## config.mk

```make
export PLATFORM = sky130hd
export DESIGN_NAME = mmio_port_responder
export DESIGN_NICKNAME = d
export VERILOG_FILES = /design/src/rtl/mmio_pkg.sv /design/src/rtl/mmio_timer.sv /design/src/rtl/mmio_port_responder.sv
export SDC_FILE = /design/constraint.sdc
export NUM_CORES = 1
export LEC_CHECK = 0
export BUFFER_PORTS_ARGS = -buffer_cell sky130_fd_sc_hd__buf_2
export CAP_MARGIN = 10
export CORE_ASPECT_RATIO = 1.4
export CORE_MARGIN = 4
export CORE_UTILIZATION = 45
export CTS_CLUSTER_DIAMETER = 120
export DETAILED_ROUTE_END_ITERATION = 10
export HOLD_SLACK_MARGIN = 0.15
export PLACE_DENSITY_LB_ADDON = 0.2
export SLEW_MARGIN = 25
export SYNTH_ARGS = -nofsm -noshare
export SYNTH_HDL_FRONTEND = slang
export SYNTH_SLANG_ARGS = --single-unit
export TNS_END_PERCENT = 20
```

## constraint.sdc

```tcl
create_clock -name clk -period 3.1 [get_ports clk]
set_input_delay 0.31 -clock clk [delete_from_list [all_inputs] [get_ports clk]]
set_output_delay 0.31 -clock clk [all_outputs]
set_load 0.005 [all_outputs]
```

## src/rtl/mmio_pkg.sv

```systemverilog
// Shared register map, STATUS bit positions and decode helper for the MMIO port block.
// The timer registers only decode when MMIO_TIMER_EN is defined.
package mmio_pkg;

    localparam logic [31:0] MMIO_BASE_DEFAULT = 32'h1001_0024;

    localparam logic [31:0] OFF_PORTOUT = 32'h0000_0000;
    localparam logic [31:0] OFF_PORTIN  = 32'h0000_0004;
    localparam logic [31:0] OFF_STATUS  = 32'h0000_0008;
    localparam logic [31:0] OFF_TLOAD   = 32'h0000_000C;
    localparam logic [31:0] OFF_TCOUNT  = 32'h0000_0010;

    localparam int STAT_CHG = 0;
    localparam int STAT_EXP = 1;
    localparam int STAT_TEN = 2;

    typedef enum logic [2:0] {
        SEL_NONE,
        SEL_PORTOUT,
        SEL_PORTIN,
        SEL_STATUS,
        SEL_TLOAD,
        SEL_TCOUNT
    } regSel_e;

    function automatic regSel_e decodeOffset(input logic [31:0] off);
        regSel_e s;
        unique case (off)
            OFF_PORTOUT: s = SEL_PORTOUT;
            OFF_PORTIN:  s = SEL_PORTIN;
            OFF_STATUS:  s = SEL_STATUS;
            OFF_TLOAD:   s = SEL_TLOAD;
            OFF_TCOUNT:  s = SEL_TCOUNT;
            default:     s = SEL_NONE;
        endcase
        return s;
    endfunction

endpackage

```

## src/rtl/mmio_timer.sv

```systemverilog
// Periodic 32-bit down counter with reload register and 1->0 expire pulse.
// A load always wins over counting; a zero reload parks the counter at 0.
module mmio_timer (
    input  logic        clk,
    input  logic        reset,
    input  logic        load,
    input  logic [31:0] loadValue,
    input  logic        enable,
    output logic [31:0] count,
    output logic [31:0] reload,
    output logic        expire
);

    logic [31:0] countQ;
    logic [31:0] reloadQ;

    assign count  = countQ;
    assign reload = reloadQ;

    // High on the edge at which the counter steps from 1 to 0.
    assign expire = enable && !load && (countQ == 32'd1);

    always_ff @(posedge clk) begin
        if (reset) begin
            countQ  <= '0;
            reloadQ <= '0;
        end else if (load) begin
            countQ  <= loadValue;
            reloadQ <= loadValue;
        end else if (enable) begin
            if (countQ != 32'd0)
                countQ <= countQ - 32'd1;
            else
                countQ <= reloadQ;
        end
    end

endmodule

```

## src/rtl/mmio_port_responder.sv

```systemverilog
// Memory-mapped I/O responder: output port, synchronized input port, sticky status.
// Define MMIO_TIMER_EN to include the periodic timer (TIMER_LOAD/COUNT, EXP, TEN).
module mmio_port_responder
    import mmio_pkg::*;
#(
    parameter logic [31:0] BASE_ADDR     = MMIO_BASE_DEFAULT,
    parameter int          PORT_IN_WIDTH = 8
) (
    input  logic                     clk,
    input  logic                     reset,
    input  logic [31:0]              Address,
    input  logic [31:0]              WriteData,
    input  logic                     MemWrite,
    input  logic                     MemRead,
    input  logic [PORT_IN_WIDTH-1:0] PortIn,
    output logic [31:0]              ReadData,
    output logic                     IOHit,
    output logic [31:0]              PortOut,
    output logic                     Irq
);

    logic [31:0] offset;
    regSel_e     rawSel;
    regSel_e     sel;

    logic        wrPortOut;
    logic        wrStatus;

    logic [PORT_IN_WIDTH-1:0] syncQ1;
    logic [PORT_IN_WIDTH-1:0] syncQ2;
    logic [PORT_IN_WIDTH-1:0] prevQ;

    logic [31:0] portOutQ;
    logic        chgFlag;
    logic        chgSet;
    logic        tenFlag;
    logic        expFlag;
    logic [31:0] timerCount;
    logic [31:0] timerReload;
    logic [31:0] statusWord;

    assign offset = Address - BASE_ADDR;
    assign rawSel = decodeOffset(offset);

    always_comb begin
        sel = SEL_NONE;
        if ((MemRead || MemWrite) && (Address[1:0] == 2'b00)) begin
            sel = rawSel;
`ifndef MMIO_TIMER_EN
            if (rawSel == SEL_TLOAD || rawSel == SEL_TCOUNT)
                sel = SEL_NONE;
`endif
        end
    end

    assign IOHit     = (sel != SEL_NONE);
    assign wrPortOut = MemWrite && (sel == SEL_PORTOUT);
    assign wrStatus  = MemWrite && (sel == SEL_STATUS);

    // CHG fires one edge after the synchronized value moves.
    assign chgSet = (syncQ2 != prevQ);

    always_ff @(posedge clk) begin
        if (reset) begin
            syncQ1   <= '0;
            syncQ2   <= '0;
            prevQ    <= '0;
            portOutQ <= '0;
            chgFlag  <= 1'b0;
        end else begin
            syncQ1 <= PortIn;
            syncQ2 <= syncQ1;
            prevQ  <= syncQ2;
            if (wrPortOut)
                portOutQ <= WriteData;
            chgFlag <= chgSet
                     | (chgFlag & ~(wrStatus & WriteData[STAT_CHG]));
        end
    end

`ifdef MMIO_TIMER_EN
    logic wrTLoad;
    logic expPulse;

    assign wrTLoad = MemWrite && (sel == SEL_TLOAD);

    mmio_timer uTimer (
        .clk       (clk),
        .reset     (reset),
        .load      (wrTLoad),
        .loadValue (WriteData),
        .enable    (tenFlag),
        .count     (timerCount),
        .reload    (timerReload),
        .expire    (expPulse)
    );

    // A fresh expiry beats a simultaneous write-1-to-clear.
    always_ff @(posedge clk) begin
        if (reset) begin
            tenFlag <= 1'b0;
            expFlag <= 1'b0;
        end else begin
            if (wrStatus)
                tenFlag <= WriteData[STAT_TEN];
            expFlag <= expPulse
                     | (expFlag & ~(wrStatus & WriteData[STAT_EXP]));
        end
    end
`else
    assign tenFlag     = 1'b0;
    assign expFlag     = 1'b0;
    assign timerCount  = '0;
    assign timerReload = '0;
`endif

    always_comb begin
        statusWord           = '0;
        statusWord[STAT_CHG] = chgFlag;
        statusWord[STAT_EXP] = expFlag;
        statusWord[STAT_TEN] = tenFlag;
    end

    always_comb begin
        ReadData = '0;
        if (MemRead) begin
            unique case (sel)
                SEL_PORTOUT: ReadData = portOutQ;
                SEL_PORTIN:  ReadData = 32'(syncQ2);
                SEL_STATUS:  ReadData = statusWord;
                SEL_TLOAD:   ReadData = timerReload;
                SEL_TCOUNT:  ReadData = timerCount;
                default:     ReadData = '0;
            endcase
        end
    end

    assign PortOut = portOutQ;
    assign Irq     = chgFlag | expFlag;

endmodule

```

==> results of run 1 <==
==> per-stage QoR <==
step           total power [mW]  worst slack (ps)  instance area (µm²)
2_1_floorplan             0.829               215                 2800
3_3_place_gp              0.908             -13.0                 3660
3_5_place_dp              0.911             -44.7                 3660
4_1_cts                    1.59              7.23                 3880
5_1_grt                    1.66              -161                 4160
6_report                   1.60             -46.8                 4160
==> cells in the final DEF, fill, tap and decap left out, drive strengths merged, types with 4 or more instances in the layout <==
master,netlist,layout
clkbuf,14,13
a22oi,8,8
buf,9,169
nand2b,4,4
and2,25,25
nor2b,26,26
nand3,34,34
nor4,8,8
xor2,9,9
o21ai,36,36
dfxtp,57,57
or4,5,5
nand2,8,8
nor2,18,18
a21oi,33,33
nor3,6,6
==> worst max path at each step <==
stage	startpoint	endpoint	slack, ps	depth (start not counted)
after floorplan	Address[9]	ReadData[11]	210	8
after global placement	Address[9]	IOHit	-10	9
after detailed placement	Address[9]	IOHit	-40	9
after CTS	Address[17]	IOHit	7	9
after global routing	Address[17]	ReadData[19]	-160	11
final	Address[16]	ReadData[19]	-50	10
==> synthesized netlist by cell type, types with 2 or more instances <==
| cell | n |
|---|---|
| nor3_1 | 6 |
| o31a_1 | 2 |
| buf_6 | 3 |
| or4_4 | 2 |
| buf_4 | 2 |
| dfxtp_1 | 57 |
| nor2_1 | 18 |
| nand3_1 | 34 |
| or4_1 | 3 |
| nand4_1 | 2 |
| xnor2_1 | 2 |
| o21ai_1 | 5 |
| nor2b_1 | 26 |
| a211oi_1 | 2 |
| a22oi_1 | 8 |
| nand2b_1 | 4 |
| and2_1 | 24 |
| o21ai_0 | 31 |
| nor4_1 | 7 |
| xor2_1 | 9 |
| buf_2 | 3 |
| and3_1 | 2 |
| nand2_1 | 8 |
| mux2_2 | 2 |
| clkbuf_1 | 14 |
| a21oi_1 | 33 |
| inv_1 | 2 |
==> logic make-up after synthesis <==
group / after synthesis
and+or+nand+nor: 145
xor gates and xnor gates: 11
DFF: 57
buffers and inverters: 25
AOI/OAI and AO/OA: 94
muxes: 3
==> cell type report <==
class / instances / area (µm²)
clock buffers: 11 / 141
clock inverters: 5 / 55.1
fillers: 499 / 1780
inverters: 2 / 7.51
multi-input cells: 253 / 1610
flip-flops and latches: 57 / 1140
well taps: 70 / 87.6
repair buffers: 171 / 1120
==> routing by layer <==
layer	vias up	global-route usage (%)	wire, µm
met4	0	8.08	189
met2	114	38.7	4810
met3	15	5.86	671
met5	-	0	0
li1	1517	-	-
met1	1438	25.2	3310
==> flip-flops by register name, summed over array words and instances, names as in the netlist <==
name / flops
Irq: 1
syncQ2: 8
syncQ1: 8
PortOut: 32
prevQ: 8
==> repair_timing <==
| item | 4_1_cts | 5_1_grt |
|---|---|---|
| setup buffers | 1 | 3 |
| resized for setup | 2 | 36 |
| pin swaps | 2 | 14 |
| setup endpoints to repair | 25 | 33 |
| gates cloned | 0 | 3 |
| endpoints found under the hold margin | 0 | 0 |
==> report_power, final <==
part	internal (mW)	switching, mW	total, mW
Combinational	0.0823	0.0767	0.159
Clock	0.390	0.294	0.684
Sequential	0.746	0.00750	0.754
==> summary.txt, run 1 <==
Run status
  • Status: finished with violations
  • Failing checks: setup timing

Final layout
  • N_diodes: 0
  • Area Growth Syn to Fin: 48.7%
  • Utilization after layout: 70.0%
  • Share of cells above drive strength 1: 42.5%
  • Filler-free cell count of the finished design: 569
  • Nets: 570

Clock tree
  • CTS clock-pin slew for the worst setup and hold paths: 70 ps
  • Clock buffer count from CTS: 9
  • CTS Buffer Depth: 2
  • Root Driver: clkbuf_8
  • Worst skew pair latency: 330 ps
  • H-tree depth: 3
  • TritonCTS clock tree: built
  • CTS Sinks: 57
  • Hold buffer count at CTS: 0

Yosys
  • Compound-Gate Fraction of Synth Area: 20.4%
  • Post-Synth XOR/XNOR Area: 3.44%
  • Area leader, netlist: dfxtp_1
  • Flops & latches, synth: 57
  • Syn nets: 411
  • Post-synth EDFFs: 0
  • Adder-Cell Fraction of Synth Area: 0%
  • Simple-Gate Fraction of Synth Area: 29.7%
  • Post-synth ARST share: 0%
  • Netlist cell types: 51
  • Combinational family with the most area after synthesis: simple AND/OR/NAND/NOR gates
  • Synthesized area per cell: 8.36 µm²
  • Register area share after synthesis: 40.8%
  • Top FF cell, synth: dfxtp_1
  • Post-synthesis mux area share: 1.16%
  • Synthesized area: 0.00280 mm²
  • Synthesized netlist cell count: 335
  • Yosys Warn Count: 0
  • Dominant cells by area after synthesis: dfxtp_1, nand3_1, a21oi_1, nor2b_1, o21ai_0
  • Post-synth top area share: 40.8%

Timing
  • Hold Fails Final Rpt: 0
  • F_max: 318 MHz
  • PnR worst setup slack: -46.8 ps
  • Final hold slack: 184 ps
  • Setup violators final: 18
  • Least-Margin Pin Slew: 498 ps
  • Min cycle time layout: 3150 ps
  • Slew margin rel.: 66.8%
  • Setup Total Neg Slack: -452 ps
  • Final period util: 102%
  • Pins Over Slew Limit: 0
  • RSZ-0062 raised after global routing: yes
  • Setup Skew: 7.69 ps

GRT
  • Global route total overflow: 0
  • Pin count of the biggest net entering global routing: 58
  • Initial antenna violation count: 0
  • GRT Util Overall: 22.0%
  • Vias in the first global route: 2863
  • First-pass GRT wire length: 13000 µm

Power
  • Leakage: 1.85 nW
  • Power density over the cells: 384 mW/mm²
  • Maximum vdd drop: 0.000481 V

Critical path
  • Critical Path Most Common Cell: buf_6
  • Worst setup path class: in2out
  • Reg-to-Reg Start: syncQ2[7]$_SDFF_PP0_
  • R2r setup slk: 1750 ps
  • Worst Path Buf+Inv: 3
  • Max stage delay on crit path: 540 ps
  • Worst Path Max Fanout: 6
  • Crit-path cells: buf_6, or4b_4, or4_4, o311ai_4, o2111ai_4, nor4_4, and3_4, clkbuf_16, and2_4, buf_6
  • Top Family by Delay on Critical Path: simple AND/OR/NAND/NOR gates
  • Worst r2r path cells: 5
  • Critical Path Source Type: primary input
  • Slowest stage cell, crit path: or4_4
  • Worst path arrival time: 2840 ps
  • Crit path capture type: output pin
  • Reg-to-reg endpoint: Irq$_SDFF_PP0_
  • CP Data Required Time: 2790 ps

Flow run
  • Maxcap violations: 0

Drt
  • Initial DRC Count: 124
  • Wire per inst: 15.8 µm
  • Routed WL: 8970 µm
  • DRC Markers: 0
  • DR vias/cell: 5.42
  • Post-route ant nets: 0
  • Vias after detailed routing: 3084
  • First-pass iteration count of the detailed router: 4

Place
  • Post-DP HPWL: 6300 µm
  • Placed cell count: 545
  • I/O Buffers: 141
  • Routability Congestion: 0.873

Floorplanning
  • Die ar.: 0.00757 mm²
  • Core footprint: 0.00595 mm²
  • DIE WIDTH: 74.7 µm
  • Initial Util: 47.1%
  • Top Ports: 142
  • Die height: 101 µm
  • Standard-cell rows: 33

Min path
  • HP Start: PortIn[0]
  • Worst hold path type: in2reg
  • Hold Path Cell Cnt: 2
  • Hold EP: syncQ1[0]$_SDFF_PP0_
(Power assumes the default switching activity.)
==> run 2: changes to the inputs <==
CTS_CLUSTER_SIZE = 40   (was unset)
clock period = 3.59 ns   (was 3.1 ns; I/O delays follow)
==> summary.txt, run 2 (synthesized netlist as in run 1, its figures left out) <==
Clock tree
  • Worst skew pair latency: 320 ps
  • CTS Buffer Depth: 2
  • Clock buffer count from CTS: 9
  • Post-CTS Setup Inserts: 0
  • CTS clock-pin slew for the worst setup and hold paths: 70 ps
  • H-tree depth: 3
  • CTS Sinks: 57
  • TritonCTS clock tree: built
  • Root Driver: clkbuf_8

GRT
  • Vias in the first global route: 2723
  • First-pass GRT wire length: 12300 µm
  • Pin count of the biggest net entering global routing: 58
  • Global route total overflow: 0
  • Initial antenna violation count: 0
  • GRT Util Overall: 20.5%

Timing
  • Min cycle time layout: 3290 ps
  • Slew margin rel.: 32.0%
  • Final period util: 91.7%
  • RSZ-0062 raised after global routing: no
  • PnR worst setup slack: 299 ps
  • Pins Over Slew Limit: 0
  • Hold Fails Final Rpt: 0
  • F_max: 304 MHz
  • Least-Margin Pin Slew: 1020 ps
  • Setup Skew: 6.31 ps
  • Setup violators final: 0
  • Setup Total Neg Slack: 0 ps

Critical path
  • R2r setup slk: 2160 ps
  • Worst Path Max Fanout: 24
  • Crit path capture type: output pin
  • Critical Path Source Type: primary input
  • Worst path arrival time: 2930 ps
  • Worst setup path class: in2out
  • CP Data Required Time: 3230 ps

Drt
  • Vias after detailed routing: 2932
  • First-pass iteration count of the detailed router: 4
  • DR vias/cell: 5.40
  • Wire per inst: 14.7 µm
  • DRC Markers: 0
  • Initial DRC Count: 104
  • Routed WL: 7960 µm
  • Post-route ant nets: 0

Final layout
  • Area Growth Syn to Fin: 33.6%
  • Commonest non-fill, non-tap cell in the layout: buf_2
  • Share of cells above drive strength 1: 35.7%
  • Filler-free cell count of the finished design: 543
  • Nets: 545
  • Max FFs per register: 32
  • Commonest non-fill, non-tap cells in the layout: buf_2, dfxtp_1, nand3_1, a21oi_1, o21ai_0
  • Filler instances: 536
  • N_diodes: 0
  • Final instance area: 0.00374 mm²

Place
  • Routability Congestion: 0.805
  • Cell Area, Placed: 0.00352 mm²
  • Dpl ws: 236 ps
  • Placed cell count: 528
  • I/O Buffers: 141
  • Post-DP HPWL: 5900 µm

Floorplanning
  • DIE WIDTH: 74.7 µm
  • Initial Util: 47.1%
  • Standard-cell rows: 33
  • Die height: 101 µm
  • Top Ports: 142
  • Core footprint: 0.00595 mm²
  • Die ar.: 0.00757 mm²

Power
  • Maximum vdd drop: 0.000510 V
  • Leakage: 1.67 nW
  • Power density over the cells: 378 mW/mm²

Run status
  • Status: finished clean

Flow run
  • Maxcap violations: 0

Min path
  • Worst hold path type: in2reg
==> run 2: cell count changes in the layout (fill, tap and decap cells not counted), sizes merged <==
cell,before,now
clkinv,2,1
bufinv,1,2
buf,169,146
clkbuf,13,10
==> run 2: layer usage <==
metal | vias up | GRT usage, % | share of wire [%]
met1 | 1354 | 23.9 | 40
met2 | 98 | 36.1 | 52
met5 | - | 0 | 0
met4 | 0 | 6.58 | 1.6
met3 | 15 | 5.16 | 6.6
li1 | 1465 | - | -
==> run 2: area by class of cell <==
type | count | area (µm²) | area share, %
Clock inverter | 5 | 80.1 | 2.14
Clock buffer | 10 | 138 | 3.68
Timing Repair Buffer | 146 | 756 | 20.2
Sequential cell | 57 | 1140 | 30.5
Tap cell | 70 | 87.6 | 2.34
Multi-Input combinational cell | 253 | 1530 | 40.9
Inverter | 2 | 7.51 | 0.201
==> run 2: path summary, 6_finish.rpt <==
path                            cells past startpoint                  from                   end
worst min-delay path                                2             PortIn[5]  syncQ1[5]$_SDFF_PP0_
worst max-delay path                               10            Address[9]          ReadData[18]
worst min register to register                      1  syncQ1[6]$_SDFF_PP0_  syncQ2[6]$_SDFF_PP0_
worst max register to register                      5  syncQ2[7]$_SDFF_PP0_        Irq$_SDFF_PP0_
==> run 2: per-stage QoR <==
step | power (mW) | hold slack (ps) | utilization, %
floorplan | 0.716 | 414 | -
global placement | 0.778 | 415 | 59.3
detailed placement | 0.780 | 424 | 59.3
CTS | 1.43 | 227 | 62.9
global route | 1.47 | 230 | 62.9
finish | 1.41 | 239 | 62.9
==> run 2: worst max-delay path: stages <==
cell and delay, ps:
buf_2 130, or4_1 540, or4_1 520, o311ai_1 120
o2111ai_2 230, nor4_4 360, and3_1 200, buf_4 220
and2_1 150, buf_2 110
==> run 2: repair_timing <==
item | in CTS | in global routing
gates resized for setup | 0 | 0
hold buffers | 0 | 0
setup endpoints to repair | 0 | 16
==> run 2: power by group <==
| part | internal, mW | total, mW | switching (mW) |
|---|---|---|---|
| logic | 0.0565 | 0.116 | 0.0593 |
| clock network | 0.404 | 0.646 | 0.242 |
| registers | 0.644 | 0.651 | 0.00609 |
| total | 1.11 | 1.41 | 0.307 |
==> run 3: changes to the inputs <==
CORE_ASPECT_RATIO = unset   (was 1.4)
CTS_CLUSTER_SIZE = unset   (was 40)
SETUP_SLACK_MARGIN = 0.05   (was unset)
==> summary.txt, run 3 (synthesized netlist as in run 1, its figures left out) <==
Run status
  • Status: finished clean

Place
  • Routability Congestion: 0.848
  • Post-DP HPWL: 5970 µm
  • I/O Buffers: 141

Clock tree
  • TritonCTS clock tree: built
  • H-tree depth: 3
  • Root Driver: clkbuf_8
  • Clock buffer count from CTS: 9
  • Post-CTS Setup Inserts: 0
  • CTS Buffer Depth: 2
  • CTS Sinks: 57
  • Worst skew pair latency: 320 ps
  • CTS clock-pin slew for the worst setup and hold paths: 60 ps

Timing
  • Setup Skew: 6.42 ps
  • F_max: 303 MHz
  • Pins Over Slew Limit: 0
  • RSZ-0062 raised after global routing: no
  • Setup violators final: 0
  • Least-Margin Pin Slew: 1010 ps
  • Final period util: 91.9%
  • Hold Fails Final Rpt: 0
  • Slew margin rel.: 32.9%
  • Min cycle time layout: 3300 ps
  • Setup Total Neg Slack: 0 ps

GRT
  • First-pass GRT wire length: 13000 µm
  • Pin count of the biggest net entering global routing: 58
  • Vias in the first global route: 2721
  • Initial antenna violation count: 0
  • Global route total overflow: 0
  • GRT Util Overall: 21.6%

Drt
  • Routed WL: 8260 µm
  • DR vias/cell: 5.35
  • Vias after detailed routing: 2942
  • DRC Markers: 0
  • First-pass iteration count of the detailed router: 4
  • Initial DRC Count: 225
  • Wire per inst: 15.0 µm
  • Post-route ant nets: 0

Final layout
  • Share of cells above drive strength 1: 36.2%
  • Max FFs per register: 32
  • N_diodes: 0
  • Nets: 546
  • Area Growth Syn to Fin: 34.2%
  • Commonest non-fill, non-tap cells in the layout: buf_2, dfxtp_1, nand3_1, a21oi_1, o21ai_0
  • Commonest non-fill, non-tap cell in the layout: buf_2
  • Filler instances: 554

Min path
  • HP Start: PortIn[2]
  • Worst hold path type: in2reg
  • Hold Path Cell Cnt: 2
  • Hold EP: syncQ1[2]$_SDFF_PP0_

Power
  • Clock share of power: 46.7%
  • Internal: 1.13 mW
  • Leakage: 1.69 nW
  • Psw: 0.312 mW
  • Maximum vdd drop: 0.000317 V
  • Fraction of power spent switching nets: 21.7%
  • Reg power frac: 45.2%
  • Power density over the cells: 383 mW/mm²
  • Pwr Total: 1.44 mW
  • Gate power share: 8.2%

Floorplanning
  • DIE WIDTH: 86.9 µm
  • Core footprint: 0.00599 mm²
  • Die ar.: 0.00755 mm²
  • Standard-cell rows: 28
  • Initial Util: 46.7%
  • Top Ports: 142
  • Die height: 86.9 µm

Flow run
  • Maxcap violations: 0

Critical path
  • Worst path arrival time: 2940 ps
  • Worst Path Max Fanout: 23
  • Max stage delay on crit path: 550 ps
  • Critical Path Source Type: primary input
  • CP Data Required Time: 3230 ps
  • R2r setup slk: 2220 ps
  • Worst setup path class: in2out
  • Crit-path cells: buf_2, or4_1, or4_1, o311ai_1, o2111ai_2, nor4_4, buf_4, and3_1, buf_2
  • Worst r2r path cells: 5
  • Slowest stage cell, crit path: or4_1
  • Crit path capture type: output pin
  • Reg-to-reg endpoint: Irq$_SDFF_PP0_
  • Reg-to-Reg Start: syncQ2[7]$_SDFF_PP0_
run 3: cell count changes in the layout (fill, tap and decap cells not counted):
cell / previous run / this run
a2111oi_2: 0 / 1
buf_12: 1 / 0
clkbuf_8: 10 / 11
clkinvlp_4: 2 / 1
a2111oi_1: 1 / 0
buf_4: 4 / 6
clkinv_2: 1 / 2
run 3: through the flow:
step           instances  util [%]  hold WS [ps]  worst slack, ps  cell area, µm²
2_1_floorplan        335         -           414              607            2800
3_3_place_gp         534      58.8           420              244            3520
3_5_place_dp         534      58.8           427              293            3520
4_1_cts              550      62.7           233              259            3750
5_1_grt              550      62.7           223             96.0            3760
6_report             550      62.7           248              292            3760
run 3: power groups by stage:
stage,clock network [mW],registers (mW),logic [mW]
after floorplan,0,0.663,0.0530
after global placement,0,0.664,0.115
after detailed placement,0,0.664,0.116
after CTS,0.684,0.650,0.117
after global routing,0.726,0.651,0.130
final,0.672,0.650,0.118
run 3: area by class of cell:
| cell class | count | area, µm² | area share (%) |
|---|---|---|---|
| multi-input combinational | 253 | 1540 | 40.9 |
| timing repair buffer | 147 | 751 | 20.0 |
| inverter | 2 | 7.51 | 0.200 |
| clock inverter | 5 | 77.6 | 2.06 |
| tap | 75 | 93.8 | 2.50 |
| sequential | 57 | 1140 | 30.4 |
| clock buffer | 11 | 151 | 4.03 |
run 3: repair_timing:
| item | CTS | global route |
|---|---|---|
| endpoints found under the setup margin | 0 | 25 |
| hold buffers | 0 | 0 |
| resized for setup | 0 | 1 |
run 3: worst max-delay path by stage:
stage | from | endpoint | slack [ps]
final | Address[9] | IOHit | 290
after floorplan | Address[9] | ReadData[11] | 610
after global placement | Address[17] | ReadData[14] | 240
after global routing | Address[9] | ReadData[31] | 100
after detailed placement | Address[17] | ReadData[13] | 290
after CTS | Address[17] | ReadData[13] | 260
run 3: per-layer routing:
layer  vias to the layer above  share of wire [%]  global-route usage (%)
li1                       1468                  -                       -
met1                      1365                 42                    26.9
met2                       103                 49                    35.7
met3                         6                7.8                    5.96
met4                         0               0.91                    7.65
met5                         -                  0                       0
run 3: worst max-delay path, delay by kind of cell:
| family | cells | cell delay [ps] |
|---|---|---|
| AO/OA/AOI/OAI | 2 | 340 |
| buffers and inverters | 3 | 590 |
| AND/OR/NAND/NOR | 4 | 1650 |
